--- src/rtl/stopwatch_lap_ctrl.sv ---
// stopwatch_lap_ctrl
//   BCD stopwatch (mm:ss.cc, rolls over 59:59.99 -> 00:00.00) with start/stop,
//   clear, a circular lap buffer and lap recall. Feeds a 4-digit BCD value bus
//   to the FND display path.
// Ports
//   clk        system clock, rising edge
//   reset_n    asynchronous active-low reset
//   btn_pedge  one-cycle pulses: [0] start/stop, [1] lap, [2] clear, [3] recall
//   disp_mode  0: ss.cc on value, 1: mm.ss on value
//   value      registered BCD digits {d3,d2,d1,d0}
//   running    1 while counting
//   lap_view   1 while value shows a stored lap
//   lap_sel    1-based index of the lap shown (0 in live view)
//   lap_count  stored laps, saturates at LAP_DEPTH
//   wrap       one-cycle pulse on 59:59.99 -> 00:00.00
module stopwatch_lap_ctrl #(
  parameter int unsigned CLK_HZ    = 100_000_000,
  parameter int unsigned TICK_HZ   = 100,
  parameter int unsigned LAP_DEPTH = 4,
  localparam int unsigned LW       = $clog2(LAP_DEPTH + 1)
) (
  input  logic          clk,
  input  logic          reset_n,
  input  logic [3:0]    btn_pedge,
  input  logic          disp_mode,
  output logic [15:0]   value,
  output logic          running,
  output logic          lap_view,
  output logic [LW-1:0] lap_sel,
  output logic [LW-1:0] lap_count,
  output logic          wrap
);

  localparam int unsigned CLK_DIV = CLK_HZ / TICK_HZ;
  localparam int unsigned PW      = (CLK_DIV > 1) ? $clog2(CLK_DIV) : 1;
  localparam int unsigned PTR_W   = (LAP_DEPTH > 1) ? $clog2(LAP_DEPTH) : 1;

  typedef enum logic {ST_STOP, ST_RUN} run_state_e;
  typedef enum logic {V_LIVE, V_LAP} view_e;

  // Time layout: {m10, m1, s10, s1, c10, c1}, one BCD digit per nibble.
  logic [23:0]      time_q, time_d;
  logic [PW-1:0]    presc_q, presc_d;
  run_state_e       state_q, state_d;
  view_e            view_q, view_d;
  logic [LW-1:0]    sel_q, sel_d;
  logic [LW-1:0]    cnt_q, cnt_d;
  logic [PTR_W-1:0] ptr_q, ptr_d;
  logic [23:0]      lap_buf_q [LAP_DEPTH];
  logic [23:0]      lap_buf_d [LAP_DEPTH];
  logic [15:0]      value_q, value_d;
  logic             wrap_q, wrap_d;

  logic             btn_start, btn_lap, btn_clear, btn_recall;
  logic             tick, full, carry;
  logic [PTR_W-1:0] rd_idx;

  assign btn_start  = btn_pedge[0];
  assign btn_lap    = btn_pedge[1];
  assign btn_clear  = btn_pedge[2];
  assign btn_recall = btn_pedge[3];

  assign full = (cnt_q == LW'(LAP_DEPTH));
  assign tick = (state_q == ST_RUN) && (presc_q == PW'(CLK_DIV - 1));

  function automatic logic [3:0] digit_max(input int unsigned idx);
    return (idx == 3 || idx == 5) ? 4'd5 : 4'd9;
  endfunction

  always_comb begin
    state_d   = state_q;
    view_d    = view_q;
    sel_d     = sel_q;
    cnt_d     = cnt_q;
    ptr_d     = ptr_q;
    time_d    = time_q;
    presc_d   = presc_q;
    wrap_d    = 1'b0;
    carry     = tick;
    lap_buf_d = lap_buf_q;

    // Prescaler holds while stopped so a partial tick survives a pause.
    if (state_q == ST_RUN) begin
      presc_d = tick ? '0 : presc_q + PW'(1);
    end

    for (int unsigned i = 0; i < 6; i++) begin
      if (carry) begin
        if (time_q[4*i +: 4] == digit_max(i)) begin
          time_d[4*i +: 4] = '0;
        end else begin
          time_d[4*i +: 4] = time_q[4*i +: 4] + 4'd1;
          carry            = 1'b0;
        end
      end
    end
    wrap_d = carry;

    // Priority: clear > start/stop > lap > recall; lower pulses are dropped.
    if (btn_clear) begin
      time_d  = '0;
      presc_d = '0;
      wrap_d  = 1'b0;
      state_d = ST_STOP;
      view_d  = V_LIVE;
      sel_d   = '0;
      cnt_d   = '0;
      ptr_d   = '0;
      for (int unsigned i = 0; i < LAP_DEPTH; i++) begin
        lap_buf_d[i] = '0;
      end
    end else if (btn_start) begin
      state_d = (state_q == ST_RUN) ? ST_STOP : ST_RUN;
    end else if (btn_lap) begin
      if (state_q == ST_RUN) begin
        // Captures the time shown before this cycle's tick.
        lap_buf_d[ptr_q] = time_q;
        ptr_d = (ptr_q == PTR_W'(LAP_DEPTH - 1)) ? '0 : ptr_q + PTR_W'(1);
        if (!full) begin
          cnt_d = cnt_q + LW'(1);
        end else begin
          // Overwrite moves the oldest entry; a held index would now be stale.
          view_d = V_LIVE;
          sel_d  = '0;
        end
      end
    end else if (btn_recall && cnt_q != '0) begin
      if (view_q == V_LIVE) begin
        view_d = V_LAP;
        sel_d  = LW'(1);
      end else if (sel_q == cnt_q) begin
        view_d = V_LIVE;
        sel_d  = '0;
      end else begin
        sel_d = sel_q + LW'(1);
      end
    end
  end

  // Oldest entry sits at index 0 until the buffer fills, then at the write pointer.
  always_comb begin
    int unsigned base_i;
    int unsigned sum_i;
    base_i = full ? int'(ptr_q) : 0;
    sum_i  = base_i + ((sel_q == '0) ? 0 : int'(sel_q) - 1);
    if (sum_i >= LAP_DEPTH) begin
      sum_i = sum_i - LAP_DEPTH;
    end
    rd_idx = PTR_W'(sum_i);
  end

  always_comb begin
    logic [23:0] src;
    src     = (view_q == V_LAP) ? lap_buf_q[rd_idx] : time_q;
    value_d = disp_mode ? src[23:8] : src[15:0];
  end

  always_ff @(posedge clk or negedge reset_n) begin
    if (!reset_n) begin
      state_q <= ST_STOP;
      view_q  <= V_LIVE;
      sel_q   <= '0;
      cnt_q   <= '0;
      ptr_q   <= '0;
      time_q  <= '0;
      presc_q <= '0;
      value_q <= '0;
      wrap_q  <= 1'b0;
      for (int unsigned i = 0; i < LAP_DEPTH; i++) begin
        lap_buf_q[i] <= '0;
      end
    end else begin
      state_q   <= state_d;
      view_q    <= view_d;
      sel_q     <= sel_d;
      cnt_q     <= cnt_d;
      ptr_q     <= ptr_d;
      time_q    <= time_d;
      presc_q   <= presc_d;
      value_q   <= value_d;
      wrap_q    <= wrap_d;
      lap_buf_q <= lap_buf_d;
    end
  end

  assign value     = value_q;
  assign running   = (state_q == ST_RUN);
  assign lap_view  = (view_q == V_LAP);
  assign lap_sel   = sel_q;
  assign lap_count = cnt_q;
  assign wrap      = wrap_q;

endmodule

--- config.mk ---
export PLATFORM = sky130hd
export DESIGN_NAME = stopwatch_lap_ctrl
export DESIGN_NICKNAME = d
export VERILOG_FILES = /design/src/rtl/stopwatch_lap_ctrl.sv
export SDC_FILE = /design/constraint.sdc
export NUM_CORES = 1
export LEC_CHECK = 0
export ABC_AREA = 1
export CORE_MARGIN = 1.5
export CORE_UTILIZATION = 60
export CTS_CLUSTER_DIAMETER = 80
export DETAILED_ROUTE_END_ITERATION = 10
export GPL_TIMING_DRIVEN = 1
export MAX_ROUTING_LAYER = met4
export PLACE_DENSITY = 0.79
export SYNTH_ARGS = -nofsm -noshare
export SYNTH_HDL_FRONTEND = slang
export SYNTH_SLANG_ARGS = --single-unit
--- constraint.sdc ---
create_clock -name clk -period 6.35 [get_ports clk]
set_input_delay 1.5875 -clock clk [delete_from_list [all_inputs] [get_ports clk]]
set_output_delay 1.5875 -clock clk [all_outputs]
set_load 0.01 [all_outputs]
==> flow_metrics.env <==
export IMPL_status="complete, no violations"
export IMPL_min_path_type="reg2reg"
export IMPL_first_pass_iters=5
export IMPL_drt_total_wl_um=22700
export IMPL_fillers=1144
export IMPL_clock_path_buffers=2
export IMPL_yosysWarnings=0
export IMPL_setup_tns_ns=0
export IMPL_tightest_slew_ns=0.913
export IMPL_clkTransAtPathRegs_ns=0.06
export IMPL_antenna_found_initial=0
export IMPL_place_congestion=0.915
export IMPL_max_cap_viol_count=0
export IMPL_fin_hold_ws_ns=0.503
export IMPL_arrival_ns=4.20
export IMPL_area_delta_synth_final_pct=10.4
export IMPL_dp_hpwl_um=14000
export IMPL_drcViolationCount=0
export IMPL_post_route_worst_setup_slack_ns=2.42
export IMPL_grt_usage=0.332
export IMPL_p_per_area_nw_per_um2=250
export IMPL_synth_cells=1104
export IMPL_dieHeight_um=124
export IMPL_start_util=0.623
export IMPL_cp_required_ns=6.61
export IMPL_critPathMaxFanout=24
export IMPL_io_buffers=31
export IMPL_ant_nets=0
export IMPL_h_tree_depth=4
export IMPL_clk_insertion_delay_late_ns=0.44
export IMPL_dr_first_iter_drc_count=759
export IMPL_rows=43
export IMPL_synth_fp_nets=1133
export IMPL_fin_nets=1137
export IMPL_synthAdderAreaFrac=0.0315
export IMPL_syn_area_per_cell_um2=7.92
export IMPL_synth_simple_area_share=0.241
export IMPL_grt_max_degree=75
export IMPL_core_area_um2=14000
export IMPL_vias=7564
export IMPL_cts_resized=0
export IMPL_min_period_ns=3.93
export IMPL_drv_slew=0
export IMPL_die_area_um2=15300
export IMPL_synth_area_um2=8750
export IMPL_ctsRootBufferMaster="clkbuf_16"
export IMPL_grt_pass1_vias=7434
export IMPL_hold_buffers=0
export IMPL_numCtsBuffers=17
export IMPL_vias_per_cell=5.83
export IMPL_cts_tree="built"
export IMPL_post_cts_setup_buffer_count=0
export IMPL_yosysUniqueCellTypes=36
export IMPL_synth_xor_area_frac=0.0210
export IMPL_max_freq_ghz=0.254
export IMPL_path_class="in2reg"
export IMPL_setup_violations=0
export IMPL_diodes=0
export IMPL_rsz0062_at_grt="false"
export IMPL_dp_slack_ns=2.04
export IMPL_synth_mux_area_frac=0.00114
export IMPL_crit_path_end_kind="flip-flop"
export IMPL_irDropWorstVdd_mv=0.196
export IMPL_cts_sinks=167
export IMPL_fin_skew_ns=0.00821
export IMPL_wire_per_inst_um=17.5
export IMPL_fp_dieW_um=124
export IMPL_maxSlewHeadroom=0.390
export IMPL_finalCritPeriodShare=0.619
export IMPL_p_leak_uw=0.00458
export IMPL_start_kind="primary input"
export IMPL_ys_ff_latch=167
export IMPL_hold_violations=0
export IMPL_io_pins=32
export IMPL_synth_top_family_by_area="simple AND/OR/NAND/NOR gates"
export IMPL_gr_total_overflow=0
export IMPL_synth_compound_area_frac=0.129
export IMPL_grt_pass1_wl_um=37600
export IMPL_drive_above_1_share=0.0590
export IMPL_synth_seq_area_share=0.478
## through the flow
stage | cells | power [uW] | utilization | instance area, um^2
4_1_cts | 1298 | 2420 | 0.688 | 9650
2_1_floorplan | 1104 | 1320 | - | 8750
3_3_place_gp | 1269 | 1420 | 0.648 | 9090
5_1_grt | 1298 | 2500 | 0.688 | 9650
3_5_place_dp | 1269 | 1430 | 0.648 | 9090
6_report | 1298 | 2420 | 0.688 | 9650
## state kept, by name (all words and copies together), names as in the netlist
signal	cells
lap_buf_q	96
presc_q	20
running	1
lap_count	3
lap_sel	3
wrap	1
ptr_q	2
time_q	24
value	16
lap_view	1
## final cells by class
class / count / area [um^2] / area share
multi-input cells: 721 / 3710 / 0.384
well taps: 180 / 225 / 0.0233
clock inverters: 9 / 104 / 0.0108
inverters: 161 / 604 / 0.0626
clock buffers: 20 / 457 / 0.0473
flip-flops and latches: 167 / 4180 / 0.433
repair buffers: 40 / 379 / 0.0393
## worst max-delay path, stage by stage
cell and delay [ns]:
clkdlybuf4s50_1 0.95, nor2_2 0.24, inv_2 0.19, nand2_1 0.08, nor2_2 0.14, inv_2 0.12, a21oi_4 0.71, o22ai_1 0.17
## cell usage in the layout, fill, tap and decap left out, drive strengths merged
cell type / n
inv: 160
nor3b: 2
nand3: 110
nor3: 10
nand4: 16
o21ai: 31
clkinvlp: 2
xnor2: 6
ha: 22
clkdlybuf4s50: 30
bufinv: 2
o21a: 1
nand3b: 2
mux2i: 1
clkinv: 6
o211ai: 1
o21bai: 1
clkbuf: 20
nor4: 2
dfrtp: 167
a21boi: 1
a31oi: 1
xor2: 15
nand2: 235
a21oi: 54
nor2: 111
a22o: 1
o22ai: 98
buf: 10
## path summary, 6_finish.rpt
check	endpoint	slack [ns]	from	cells past startpoint
worst max-delay path	lap_buf_q[38]	2.42	btn_pedge[2]	8
worst min-delay path	presc_q[0]	0.50	presc_q[0]	1
worst max register to register	value[13]	3.11	lap_count[0]	13
worst min register to register	presc_q[0]	0.50	presc_q[0]	1
max in group asynchronous	lap_buf_q[54]	4.06	reset_n	2
min in group asynchronous	lap_buf_q[58]	1.16	reset_n	1
## report_power, final
part | switching, uW | total, uW | internal, uW | leakage [uW]
Combinational | 252 | 320 | 68.5 | 0.00198
Sequential | 16.0 | 1090 | 1080 | 0.00233
Clock | 414 | 1000 | 590 | 0.000273
Total | 682 | 2420 | 1740 | 0.00458
## synth_stat cells, drive strengths merged
library cell  count  area (um^2)
inv             160          601
buf              31          171
a31oi             1         6.26
a21boi            1         7.51
nand3b            2         15.0
nand3           110          591
o22ai            98          613
a21oi            54          315
o211ai            1         7.51
clkbuf           24         90.1
nand4            16          106
dfrtp           167         4180
xnor2             6         52.6
a22o              1         8.76
o21bai            1         7.51
xor2             15          131
nor3             10         50.1
clkinv            1         3.75
nor3b             2         15.0
mux2i             1         10.0
nand2           235          887
ha               22          275
o21a              1         7.51
nor4              2         12.5
nor2            111          429
o21ai            31          155
## routing by layer
metal	up-vias	global-route usage	wire, um	share of wire
li1	3613	-	-	-
met1	3612	0.448	9950	0.44
met2	289	0.490	10300	0.46
met3	50	0.0833	1940	0.085
met4	0	0.115	445	0.020
met5	-	-	0	0
## cell families after synthesis
| family | after synthesis |
|---|---|
| multiplexers | 1 |
| AND/OR/NAND/NOR | 488 |
| adder cells (fa/ha/maj) | 22 |
| XOR/XNOR | 21 |
| buffers and inverters | 216 |
| flip-flops | 167 |
| AO/OA/AOI/OAI | 189 |
Note: power is estimated with default switching activity, not from simulation.
==> edit 1 (same flow settings) <==
Change the parameter `TICK_HZ` from 100 to 200.
--- a/src/rtl/stopwatch_lap_ctrl.sv
+++ b/src/rtl/stopwatch_lap_ctrl.sv
@@ -16,5 +16,5 @@
 module stopwatch_lap_ctrl #(
   parameter int unsigned CLK_HZ    = 100_000_000,
-  parameter int unsigned TICK_HZ   = 100,
+  parameter int unsigned TICK_HZ   = 200,
   parameter int unsigned LAP_DEPTH = 4,
   localparam int unsigned LW       = $clog2(LAP_DEPTH + 1)
Formal check against the unedited RTL: same outputs for any inputs over 4 cycles, from zero or initial values and one cycle with reset_n low; that may be too few to reach the edited logic, so the function may still have changed.
==> edit 1 against the original RTL <==
  * Area after synthesis is 5.1% higher
  * Routed wire length is 3.3% lower
  * Maximum frequency is 8.7% lower
  * Critical path type unchanged
  * First-iteration DRC count is 3.3% higher
  * Total power is 6.9% higher
  * Sequential cell count is 1 lower
  * Setup slack worse by 0.37 ns
  * Cell area is 3.7% higher
==> edit 1: results <==
export IMPL_worstPathArrival_ns=4.57
export IMPL_tightestPinTransition_ns=1.09
export IMPL_antenna_found_initial=1
export IMPL_pre_cts_ws_ns=1.59
export IMPL_critPathMaxStageDelay_ns=0.99
export IMPL_n_fill_cell=1280
export IMPL_drt_wl_total_microns=21900
export IMPL_drive_gt1_share_pct=12.1
export IMPL_seqPwrFrac_pct=43.9
export IMPL_p_sw_share_pct=29.8
export IMPL_avgSynthCellArea_sq_um=8.54
export IMPL_grtUsageTotal_pct=30.0
export IMPL_vdd_ir_drop_max_v=0.000213
export IMPL_critPathMaxFanout=40
export IMPL_dp_cells=1248
export IMPL_outcome="finished, final reports clean"
export IMPL_place_gp_congestion=0.886
export IMPL_wl_per_cell_microns=17.1
export IMPL_via_per_inst=5.78
export IMPL_drtPass1Iterations=6
export IMPL_grt_start_max_net_pins=72
export IMPL_synthMuxAreaShare_pct=0
export IMPL_clock_skew_ns=0.0103
export IMPL_synth_adder_area_share_pct=2.99
export IMPL_p_leak_uw=0.00455
export IMPL_synth_xor_area_share_pct=1.91
export IMPL_grt_pass1_vias=7211
export IMPL_ys_seq_area_share_pct=45.2
-- edit 1: worst paths after layout --
| path | slack [ns] | depth (start not counted) | to | startpoint |
|---|---|---|---|---|
| hold reg to reg | 0.52 | 2 | lap_buf_q[83] | lap_buf_q[83] |
| max in group asynchronous | 4.04 | 2 | lap_buf_q[8] | reset_n |
| min in group asynchronous | 1.14 | 1 | lap_buf_q[41] | reset_n |
| hold / removal | 0.52 | 2 | lap_buf_q[83] | lap_buf_q[83] |
| setup / recovery | 2.04 | 8 | lap_buf_q[28] | btn_pedge[2] |
| setup reg to reg | 3.18 | 13 | value[0] | lap_count[0] |
-- edit 1: metal layers --
layer | wire, microns | GRT usage (%)
met3 | 1710 | 6.79
met4 | 546 | 12.0
met1 | 9430 | 39.2
met2 | 10300 | 45.9
met5 | 0 | -
-- edit 1: area by class of cell --
class,instances,area share (%)
sequential,166,41.5
antenna,1,0.0250
inverter,156,5.88
timing repair buffer,36,3.49
clock inverter,8,0.988
tap,188,2.35
multi-input combinational,702,41.0
clock buffer,23,4.78
==> edit 2 (config.mk and constraints unchanged) <==
Without the edit above. Register the output `lap_sel` once more; this adds one clock of latency there. The other outputs are not delayed to match.
--- a/src/rtl/stopwatch_lap_ctrl.sv
+++ b/src/rtl/stopwatch_lap_ctrl.sv
@@ -187,5 +187,7 @@
   assign running   = (state_q == ST_RUN);
   assign lap_view  = (view_q == V_LAP);
-  assign lap_sel   = sel_q;
+  always_ff @(posedge clk) begin
+    lap_sel <= sel_q;
+  end
   assign lap_count = cnt_q;
   assign wrap      = wrap_q;
Behaviour: not the same (Yosys sat finds a counterexample within 4 cycles, from zero or initial values and one cycle with reset_n low).
==> edit 2 against the original RTL <==
  * Area after synthesis increased by 1.6%
  * Total power increased by 15%
  * Largest power group unchanged
  * Clock power increased by 8%
  * Critical endpoint is now lap_buf_q[1]
  * Routed wire length decreased by 0.75%
  * Global-route usage decreased by 1.7 points
  * Setup slack got worse by 0.69 ns
  * Maximum frequency decreased by 15%
  * Sequential cell count increased by 3
  * Hold slack got worse by 0.018 ns
  * Largest cell class unchanged
  * Cell area increased by 1.8%
  * Critical path type unchanged
==> edit 2: results <==
export IMPL_outcome="finished, final reports clean"
export IMPL_grtUsageTotal_pct=31.4
export IMPL_ys_seq_area_share_pct=47.7
export IMPL_clockNetworkAreaShare_pct=6.25
export IMPL_netlist_top_cells_count="nand2_1, dfrtp_1, inv_1, nor2_1, nand3_1"
export IMPL_grt_use_met1_pct=40.5
export IMPL_pre_cts_ws_ns=1.41
export IMPL_seq_share_pct=43.1
export IMPL_grt_pass1_wl_microns=37400
export IMPL_first_iter_violations=780
export IMPL_hold_slack_ns=0.484
export IMPL_p_leak_uw=0.00454
export IMPL_n_fill_cell=1154
export IMPL_critPathMaxFanout=30
export IMPL_grt_pass1_vias=7476
export IMPL_clock_skew_ns=0.00649
export IMPL_syn_nets=1116
export IMPL_drtPass1Iterations=6
export IMPL_wl_met2_microns=10600
export IMPL_grt_util_met2_pct=48.3
export IMPL_slew_headroom_pct=30.5
export IMPL_synth_area_leaders="dfrtp_1, nand2_1, o22ai_1"
export IMPL_inverters=157
export IMPL_hp_start="sel_q[0]"
export IMPL_use_met3_pct=5.84
export IMPL_final_area_sq_um=9830
export IMPL_met3_length_microns=1670
export IMPL_timing_rr_end="value[11]"
export IMPL_final_nonclk_buf_share_pct=3.78
export IMPL_worstHoldPathCells=0
export IMPL_multi_input_area_share_pct=38.5
export IMPL_vdd_ir_drop_max_v=0.000215
export IMPL_holdPathEnd="lap_sel[0]"
export IMPL_place_gp_congestion=0.899
export IMPL_cts_num_sinks=170
export IMPL_wl_met1_microns=9390
export IMPL_dp_hpwl_microns=13600
export IMPL_via_per_inst=5.91
export IMPL_grt_start_max_net_pins=64
export IMPL_wl_per_cell_microns=17.4
export IMPL_fin_cells=1292
export IMPL_endpoint="lap_buf_q[1]"
export IMPL_place_area_sq_um=9220
export IMPL_async_reset_ff_share_pct=98.2
export IMPL_p_switching_uw=827
export IMPL_signal_buffers=39
export IMPL_drive_gt1_share_pct=6.86
## edit 2: cells by family (layout without fill, tap and decap cells)
group                      after synthesis  after routing  share of synthesized area (%)
adders and majority gates               22             22                           3.10
DFF                                    170            170                           47.7
buffers and inverters                  207            228                           9.69
and+or+nand+nor                        473            473                           24.0
xor gates and xnor gates                19             19                           1.87
AOI/OAI and AO/OA                      196            196                           13.6
## edit 2: power by group through the flow
stage,logic (uW),registers [uW],clock network (uW)
after floorplan,321,1220,0
after global placement,469,1220,0
after detailed placement,478,1220,0
after CTS,482,1200,1090
after global routing,537,1210,1130
final,487,1200,1080
## edit 2: worst max-delay path, cell delays in order
cell	delay [ns]
clkdlybuf4s50_1	1.07
nor2_2	0.21
inv_2	0.22
nand2_2	0.09
nor2_4	0.07
buf_4	0.43
inv_2	0.20
a21oi_4	0.83
o22ai_1	0.15
